`config.mk`:
```
export PLATFORM = sky130hd
export DESIGN_NAME = sequenciador_preparo
export DESIGN_NICKNAME = d
export VERILOG_FILES = /design/src/rtl/cafe_pkg.sv /design/src/rtl/sequenciador_preparo_temporizador_etapa.sv /design/src/rtl/sequenciador_preparo.sv
export SDC_FILE = /design/constraint.sdc
export NUM_CORES = 1
export LEC_CHECK = 0
export CORE_MARGIN = 5
export CORE_UTILIZATION = 30
export CTS_CLUSTER_DIAMETER = 60
export CTS_CLUSTER_SIZE = 12
export DETAILED_ROUTE_END_ITERATION = 10
export GPL_TIMING_DRIVEN = 0
export HOLD_SLACK_MARGIN = 0.06
export PLACE_DENSITY = 0.56
export SLEW_MARGIN = 20
export SYNTH_ARGS = -nofsm -noshare
export SYNTH_HDL_FRONTEND = slang
export SYNTH_SLANG_ARGS = --single-unit
```
`constraint.sdc`:
```
create_clock -name CLK -period 4.05 [get_ports CLK]
set_input_delay 0.81 -clock CLK [delete_from_list [all_inputs] [get_ports CLK]]
set_output_delay 0.81 -clock CLK [all_outputs]
set_load 0.1 [all_outputs]
```
`src/rtl/cafe_pkg.sv`:
```
// Shared coffee-machine definitions: brew stage codes, error codes and drink type width.
// Used by the brew sequencer, the main coffee FSM and the display/LED output mux.
`timescale 1ns/1ps
package cafe_pkg;

  localparam int TIPO_W = 2;

  typedef enum logic [2:0] {
    ST_OCIOSO   = 3'd0,
    ST_VERIFICA = 3'd1,
    ST_AQUECE   = 3'd2,
    ST_MOE      = 3'd3,
    ST_DISPENSA = 3'd4,
    ST_FIM      = 3'd5,
    ST_ERRO     = 3'd6
  } etapa_e;

  typedef enum logic [1:0] {
    COD_NENHUM   = 2'd0,
    COD_SEM_COPO = 2'd1,
    COD_SEM_AGUA = 2'd2,
    COD_SEM_CAFE = 2'd3
  } cod_erro_e;

  function automatic logic etapa_ocupada(input etapa_e e);
    return (e == ST_VERIFICA) || (e == ST_AQUECE) || (e == ST_MOE) ||
           (e == ST_DISPENSA) || (e == ST_FIM);
  endfunction

endpackage

```
`src/rtl/sequenciador_preparo_temporizador_etapa.sv`:
```
// Stage timer: loadable down-counter that steps on TICK.
// expirado flags the TICK that ends the stage (counter at 1), so a stage of N lasts N TICKs.
`timescale 1ns/1ps
module temporizador_etapa #(
  parameter int CNT_W = 5
) (
  input  logic             clk,
  input  logic             rst,
  input  logic             carregar,
  input  logic [CNT_W-1:0] valor,
  input  logic             tick,
  output logic             expirado
);

  logic [CNT_W-1:0] cnt_q, cnt_d;

  always_comb begin
    cnt_d = cnt_q;
    if (carregar) begin
      cnt_d = valor;
    end else if (tick && (cnt_q != '0)) begin
      cnt_d = cnt_q - CNT_W'(1);
    end
  end

  always_ff @(posedge clk or posedge rst) begin
    if (rst) begin
      cnt_q <= '0;
    end else begin
      cnt_q <= cnt_d;
    end
  end

  assign expirado = tick && (cnt_q == CNT_W'(1));

endmodule

```
`src/rtl/sequenciador_preparo.sv`:
```
// Coffee brew sequencer: sensor check, then heat/grind/dispense stages timed in TICKs.
// Optional abort input enabled by defining SEQ_CANCELAR_EN.
`timescale 1ns/1ps
module sequenciador_preparo
  import cafe_pkg::*;
#(
  parameter int T_AQUEC      = 4,
  parameter int T_MOAGEM     = 2,
  parameter int T_DISP_BASE  = 3,
  parameter int T_DISP_EXTRA = 2,
  parameter int CNT_W        = 5
) (
  input  logic              CLK,
  input  logic              RST,
  input  logic              TICK,
  input  logic              INICIAR,
  input  logic [TIPO_W-1:0] TIPO,
  input  logic              SENSOR_COPO,
  input  logic              SENSOR_AGUA,
  input  logic              SENSOR_CAFE,
`ifdef SEQ_CANCELAR_EN
  input  logic              CANCELAR,
`endif
  output logic              AQUECER,
  output logic              MOER,
  output logic              DISPENSAR,
  output logic              OCUPADO,
  output logic              CONCLUIDO,
  output logic              ERRO,
  output logic [1:0]        COD_ERRO,
  output logic [2:0]        ETAPA
);

  if ((T_AQUEC < 1) || (T_MOAGEM < 1) || (T_DISP_BASE < 1) ||
      (T_DISP_BASE + 3 * T_DISP_EXTRA >= (1 << CNT_W))) begin : g_param_check
    $error("sequenciador_preparo: stage lengths must be >=1 and fit in CNT_W bits");
  end

  etapa_e            state_q, state_d;
  logic [TIPO_W-1:0] tipo_q, tipo_d;
  cod_erro_e         cod_q, cod_d;
  logic              carregar;
  logic [CNT_W-1:0]  valor;
  logic              expirado;
  logic              cancelar;
  logic [CNT_W-1:0]  len_disp;

`ifdef SEQ_CANCELAR_EN
  assign cancelar = CANCELAR;
`else
  assign cancelar = 1'b0;
`endif

  assign len_disp = CNT_W'(T_DISP_BASE) + CNT_W'(tipo_q) * CNT_W'(T_DISP_EXTRA);

  temporizador_etapa #(.CNT_W(CNT_W)) u_temporizador (
    .clk      (CLK),
    .rst      (RST),
    .carregar (carregar),
    .valor    (valor),
    .tick     (TICK),
    .expirado (expirado)
  );

  always_comb begin
    state_d  = state_q;
    tipo_d   = tipo_q;
    cod_d    = cod_q;
    carregar = 1'b0;
    valor    = '0;
    case (state_q)
      ST_OCIOSO: begin
        if (INICIAR) begin
          tipo_d  = TIPO;
          state_d = ST_VERIFICA;
        end
      end
      ST_VERIFICA: begin
        if (cancelar) begin
          state_d = ST_OCIOSO;
        end else if (!SENSOR_COPO) begin
          state_d = ST_ERRO;
          cod_d   = COD_SEM_COPO;
        end else if (!SENSOR_AGUA) begin
          state_d = ST_ERRO;
          cod_d   = COD_SEM_AGUA;
        end else if (!SENSOR_CAFE) begin
          state_d = ST_ERRO;
          cod_d   = COD_SEM_CAFE;
        end else begin
          state_d  = ST_AQUECE;
          carregar = 1'b1;
          valor    = CNT_W'(T_AQUEC);
        end
      end
      // Abort beats faults, faults beat the stage-ending TICK; leaving early clears the timer.
      ST_AQUECE, ST_MOE, ST_DISPENSA: begin
        if (cancelar) begin
          state_d  = ST_OCIOSO;
          carregar = 1'b1;
        end else if (!SENSOR_COPO) begin
          state_d  = ST_ERRO;
          cod_d    = COD_SEM_COPO;
          carregar = 1'b1;
        end else if (!SENSOR_AGUA && (state_q != ST_MOE)) begin
          state_d  = ST_ERRO;
          cod_d    = COD_SEM_AGUA;
          carregar = 1'b1;
        end else if (expirado) begin
          carregar = 1'b1;
          case (state_q)
            ST_AQUECE: begin
              state_d = ST_MOE;
              valor   = CNT_W'(T_MOAGEM);
            end
            ST_MOE: begin
              state_d = ST_DISPENSA;
              valor   = len_disp;
            end
            default: state_d = ST_FIM;
          endcase
        end
      end
      ST_FIM: state_d = ST_OCIOSO;
      ST_ERRO: begin
        if (INICIAR) begin
          cod_d   = COD_NENHUM;
          state_d = ST_OCIOSO;
        end
      end
      default: begin
        state_d = ST_OCIOSO;
        cod_d   = COD_NENHUM;
      end
    endcase
  end

  always_ff @(posedge CLK or posedge RST) begin
    if (RST) begin
      state_q <= ST_OCIOSO;
      tipo_q  <= '0;
      cod_q   <= COD_NENHUM;
    end else begin
      state_q <= state_d;
      tipo_q  <= tipo_d;
      cod_q   <= cod_d;
    end
  end

  assign ETAPA     = state_q;
  assign AQUECER   = (state_q == ST_AQUECE);
  assign MOER      = (state_q == ST_MOE);
  assign DISPENSAR = (state_q == ST_DISPENSA);
  assign CONCLUIDO = (state_q == ST_FIM);
  assign ERRO      = (state_q == ST_ERRO);
  assign OCUPADO   = etapa_ocupada(state_q);
  assign COD_ERRO  = cod_q;

endmodule

```
Word level (Yosys, flattened, before mapping)
Index checks and enable logic that the tools add are counted.

cells by class
  reduce and logical (&&, ||, !) cells = 16
  eq/ne operators = 13
  muxes and demuxes = 34
  $add $sub $neg = 2
  bitwise logic cells = 1

operators by type and width
  kind                                                                     number
  3-bit two-way mux                                                        11
  2-bit two-way mux                                                        6
  4-bit two-way mux                                                        3
  3-bit case mux with 4 select lines                                       1
  5-bit two-way mux                                                        2
  5-bit case mux with 2 select lines                                       1
  3-bit == test, second input constant                                     3
  4-bit inequality test, second input constant                             2
  2-bit case mux with 4 select lines                                       1
  4-bit case mux with 2 select lines                                       1
  3-bit by 2-bit == test with 1-bit output, second input constant          2
  1-bit two-way mux                                                        6
  3-bit case mux with 2 select lines                                       1
  5-bit by 1-bit == test with 1-bit output, second input constant          1
  5-bit nonzero test                                                       1
  5-bit by 1-bit subtractor with 5-bit output, second input constant       1
  2-bit by 3-bit adder with 4-bit output, first input constant             1
  1-bit logical OR                                                         4
  2-bit inequality test, second input constant                             2
  4-bit AND reduction                                                      1
  3-bit by 1-bit == test with 1-bit output, second input constant          1
  1-bit logical AND                                                        3
  3-bit logical NOT                                                        1
  3-bit by 2-bit inequality test with 1-bit output, second input constant  1
  other kinds (9)                                                          9

storage, ports and cells
  bits in registers = 12
  logic and storage cells = 70
  input port bits = 9
  output and inout bits = 11

Longest topological paths before layout
  depth in word-level cells = 7
  mapped depth = 6
  mapped depth without buffers = 6

Hierarchy
Synthesis repeated with hierarchy kept, for this count alone.

second synthesis, totals
  cells, all modules = 121
  area, all modules = 1059.8 sq um

by module, submodules not included
  module                sequential area each (sq um)  area an instance (sq um)  instances  cells an instance
  sequenciador_preparo  175.2                         720.7                     1          85
  temporizador_etapa    125.1                         339.1                     1          36

Worst setup path after synthesis
No wires, ideal clock.

  path type = reg-to-output
  start = register state_q[0], in the netlist ETAPA[0]
  end = output port CONCLUIDO
  buffers on the path = 2
  slack = -0.550 ns
  data required time = 3.240 ns
  stages on the path, launching flop included = 4
  arrival = 3.790 ns
  path through = dfrtp_1 buf_4 clkbuf_1 nor3b_1

on the way
  longest elaborated chain between the ends = 1

ends and longest elaborated chain
  what                    RTL line                     text
  start, declared         sequenciador_preparo.sv:39   etapa_e state_q, state_d;
  start signal, assigned  sequenciador_preparo.sv:144  state_q <= state_d;
  3-bit == test           sequenciador_preparo.sv:154  assign CONCLUIDO = (state_q == ST_FIM);
  end, declared           sequenciador_preparo.sv:28   output logic CONCLUIDO,

No other way between the ends.

Worst setup path in the final report
Same ends and word-level chain as after synthesis.

==> impl_metrics.ini <==
[setup_path]
crit_buf_inv = 3
endpoint = CONCLUIDO
worstPathRequired_ps = 3240
startpoint_type = flop
cp_top_family = buffers and inverters
critical_path_class = reg2out
worstSetupStartpoint = ETAPA[0]$_DFFE_PP0P_
critPathMaxFanout = 10
worstPathArrival_ps = 2710
reg2reg_slack_ps = 2230
crit_chain = buf_4, clkbuf_1, nor3b_2, clkdlybuf4s50_1
reg2reg_from = ETAPA[1]$_DFFE_PP0P_
r2r_cells = 4
reg2reg_to = tipo_q[0]$_DFFE_PP0P_
end_kind = output pin
crit_cells = 4
crit_path_top_delay_cell = clkdlybuf4s50_1
max_stage_delay_ps = 1150

[drt]
wl_per_cell_um = 13.4
vias = 952
drtIter0Drc = 32
dr.pass1.iters = 4
drc = 0
routed_wl_um = 2460
ant_nets = 0
viasPerCell = 5.17

[sta]
rsz0062_at_grt = no
fmax_ghz = 0.284
worst_pin_slew_ps = 968
fin_skew_ps = 4.14
min_period_ps = 3520
slew_headroom_pct = 35.2
finalSetupTns_ps = 0
period_share_pct = 87.0
drv_slew = 0
finalSetupViolCount = 0
hold_slack_ps = 519
hold_viol = 0

[floorplanning]
fp.dieArea_um2 = 4640
die_width_um = 68.1
pin_count = 20
die_h_um = 68.1
initial_core_util_pct = 30.6
core.rowCount = 21
core_area_um2 = 3310

[clocking]
cts_hold_buf = 0
cts_resized = 0
clockBufferDepth = 2
cts_sinks = 12
clock-root-buffer = clkbuf_4
numCtsBuffers = 3
cts_tree = yes
htreeDepth = 1
clk_pin_slew_ps = 70
cts_setup_buffers = 0
worstSkewPairLatency_ps = 260

[global_route]
grt_max_degree = 13
grt_pass1_wl_um = 4060
grt_overflow_total = 0
grt_pass1_vias = 896
antenna_found_initial = 0
globalRouteTotalUtil_pct = 11.4

[run]
cap_violations = 0

[run_status]
run_status = finished, final reports clean

[layout]
final_area_um2 = 1300
layout-drive-gt1-share_pct = 18.1
fin_util_pct = 39.3
nets = 152
n_antenna_cell = 0
area_delta_synth_final_pct = 28.5

[synth]
syn_avg_cell_area_um2 = 8.81
ys_ff_latch = 12
syn-num-nets = 128
synthesis.area_um2 = 1010
synth-main-ff-cell = dfrtp_1
synth-edff-count = 0
ys_seq_area_share_pct = 29.6
yosysMostFrequentCell = dfrtp_1
netlist.area_leader.share_pct = 29.6
synthArstFlopShare_pct = 100
synth_top_cells_by_count = 12 x dfrtp_1, 10 x nor2_1, 8 x a21oi_1, 8 x nand2_1, 6 x inv_1
synth_top_cell_by_area = dfrtp_1
synthCells = 115
yosysUniqueCellTypes = 51
yosys_warnings = 0
synth_area_leaders = dfrtp_1 30%, ha_1 4.9%, mux2_2 4.4%, a21oi_1 4.0%, nor2_1 3.7%

[placed_design]
hpwl_um = 1950
dpl_cell_area_um2 = 1270
place_congestion = 0.843
portBuffers = 19

[worst_hold_path]
hold_start = COD_ERRO[0]$_DFFE_PP0P_
hp-class = reg2reg
==> cell usage in the layout (no fill, tap or decap), drive strengths merged, types with 3 or more instances in the layout <==
cell / instances
a21oi: 8
buf: 3
clkbuf: 7
clkdlybuf4s50: 19
dfrtp: 12
ha: 4
inv: 6
mux2: 6
nand2: 8
nand3: 4
nor2: 10
nor3: 3
nor3b: 4
o21ai: 4
==> through the flow <==
step                      cells  worst slack, ps
final                       184              528
after CTS                   184              489
after detailed placement    180              791
after global placement      180              822
after global routing        184              334
after floorplan             115              386
==> cell type report <==
type	count	area, um2
Timing Repair Buffer	19	190
Multi-Input combinational cell	91	664
Fill cell	358	2010
Sequential cell	12	300
Tap cell	46	57.6
Clock buffer	4	36.3
Buffer	6	31.3
Inverter	6	22.5
==> how the worst min path moves through the flow <==
stage | slack [ps] | depth (start not counted) | endpoint
after floorplan | 480 | 1 | tipo_q[1]$_DFFE_PP0P_
after global placement | 500 | 1 | COD_ERRO[0]$_DFFE_PP0P_
after detailed placement | 500 | 1 | COD_ERRO[0]$_DFFE_PP0P_
after CTS | 520 | 1 | COD_ERRO[0]$_DFFE_PP0P_
after global routing | 550 | 1 | COD_ERRO[0]$_DFFE_PP0P_
final | 520 | 1 | COD_ERRO[0]$_DFFE_PP0P_
==> cells by family after synthesis <==
kind of cell               count (synthesis)  synth area share (%)
buffers and inverters                     12                  5.31
xor gates and xnor gates                   2                  1.73
DFF                                       12                  29.6
adders and majority gates                  4                  4.94
muxes                                      8                  9.38
AOI/OAI and AO/OA                         30                  21.6
and+or+nand+nor                           47                  27.4
==> flip-flops by register name, summed over array words and instances, names as in the netlist <==
| signal | flops |
|---|---|
| tipo_q | 2 |
| COD_ERRO | 2 |
| u_temporizador.cnt_q | 5 |
| ETAPA | 3 |
==> layer usage <==
metal	global-route usage [%]	routed length (um)
met1	13.8	1120
met2	19.4	1180
met4	4.71	13
met3	2.46	143
met5	0	0
Power is not shown: default switching activity piles up to over one toggle a cycle in this logic, so the estimate is an artifact.
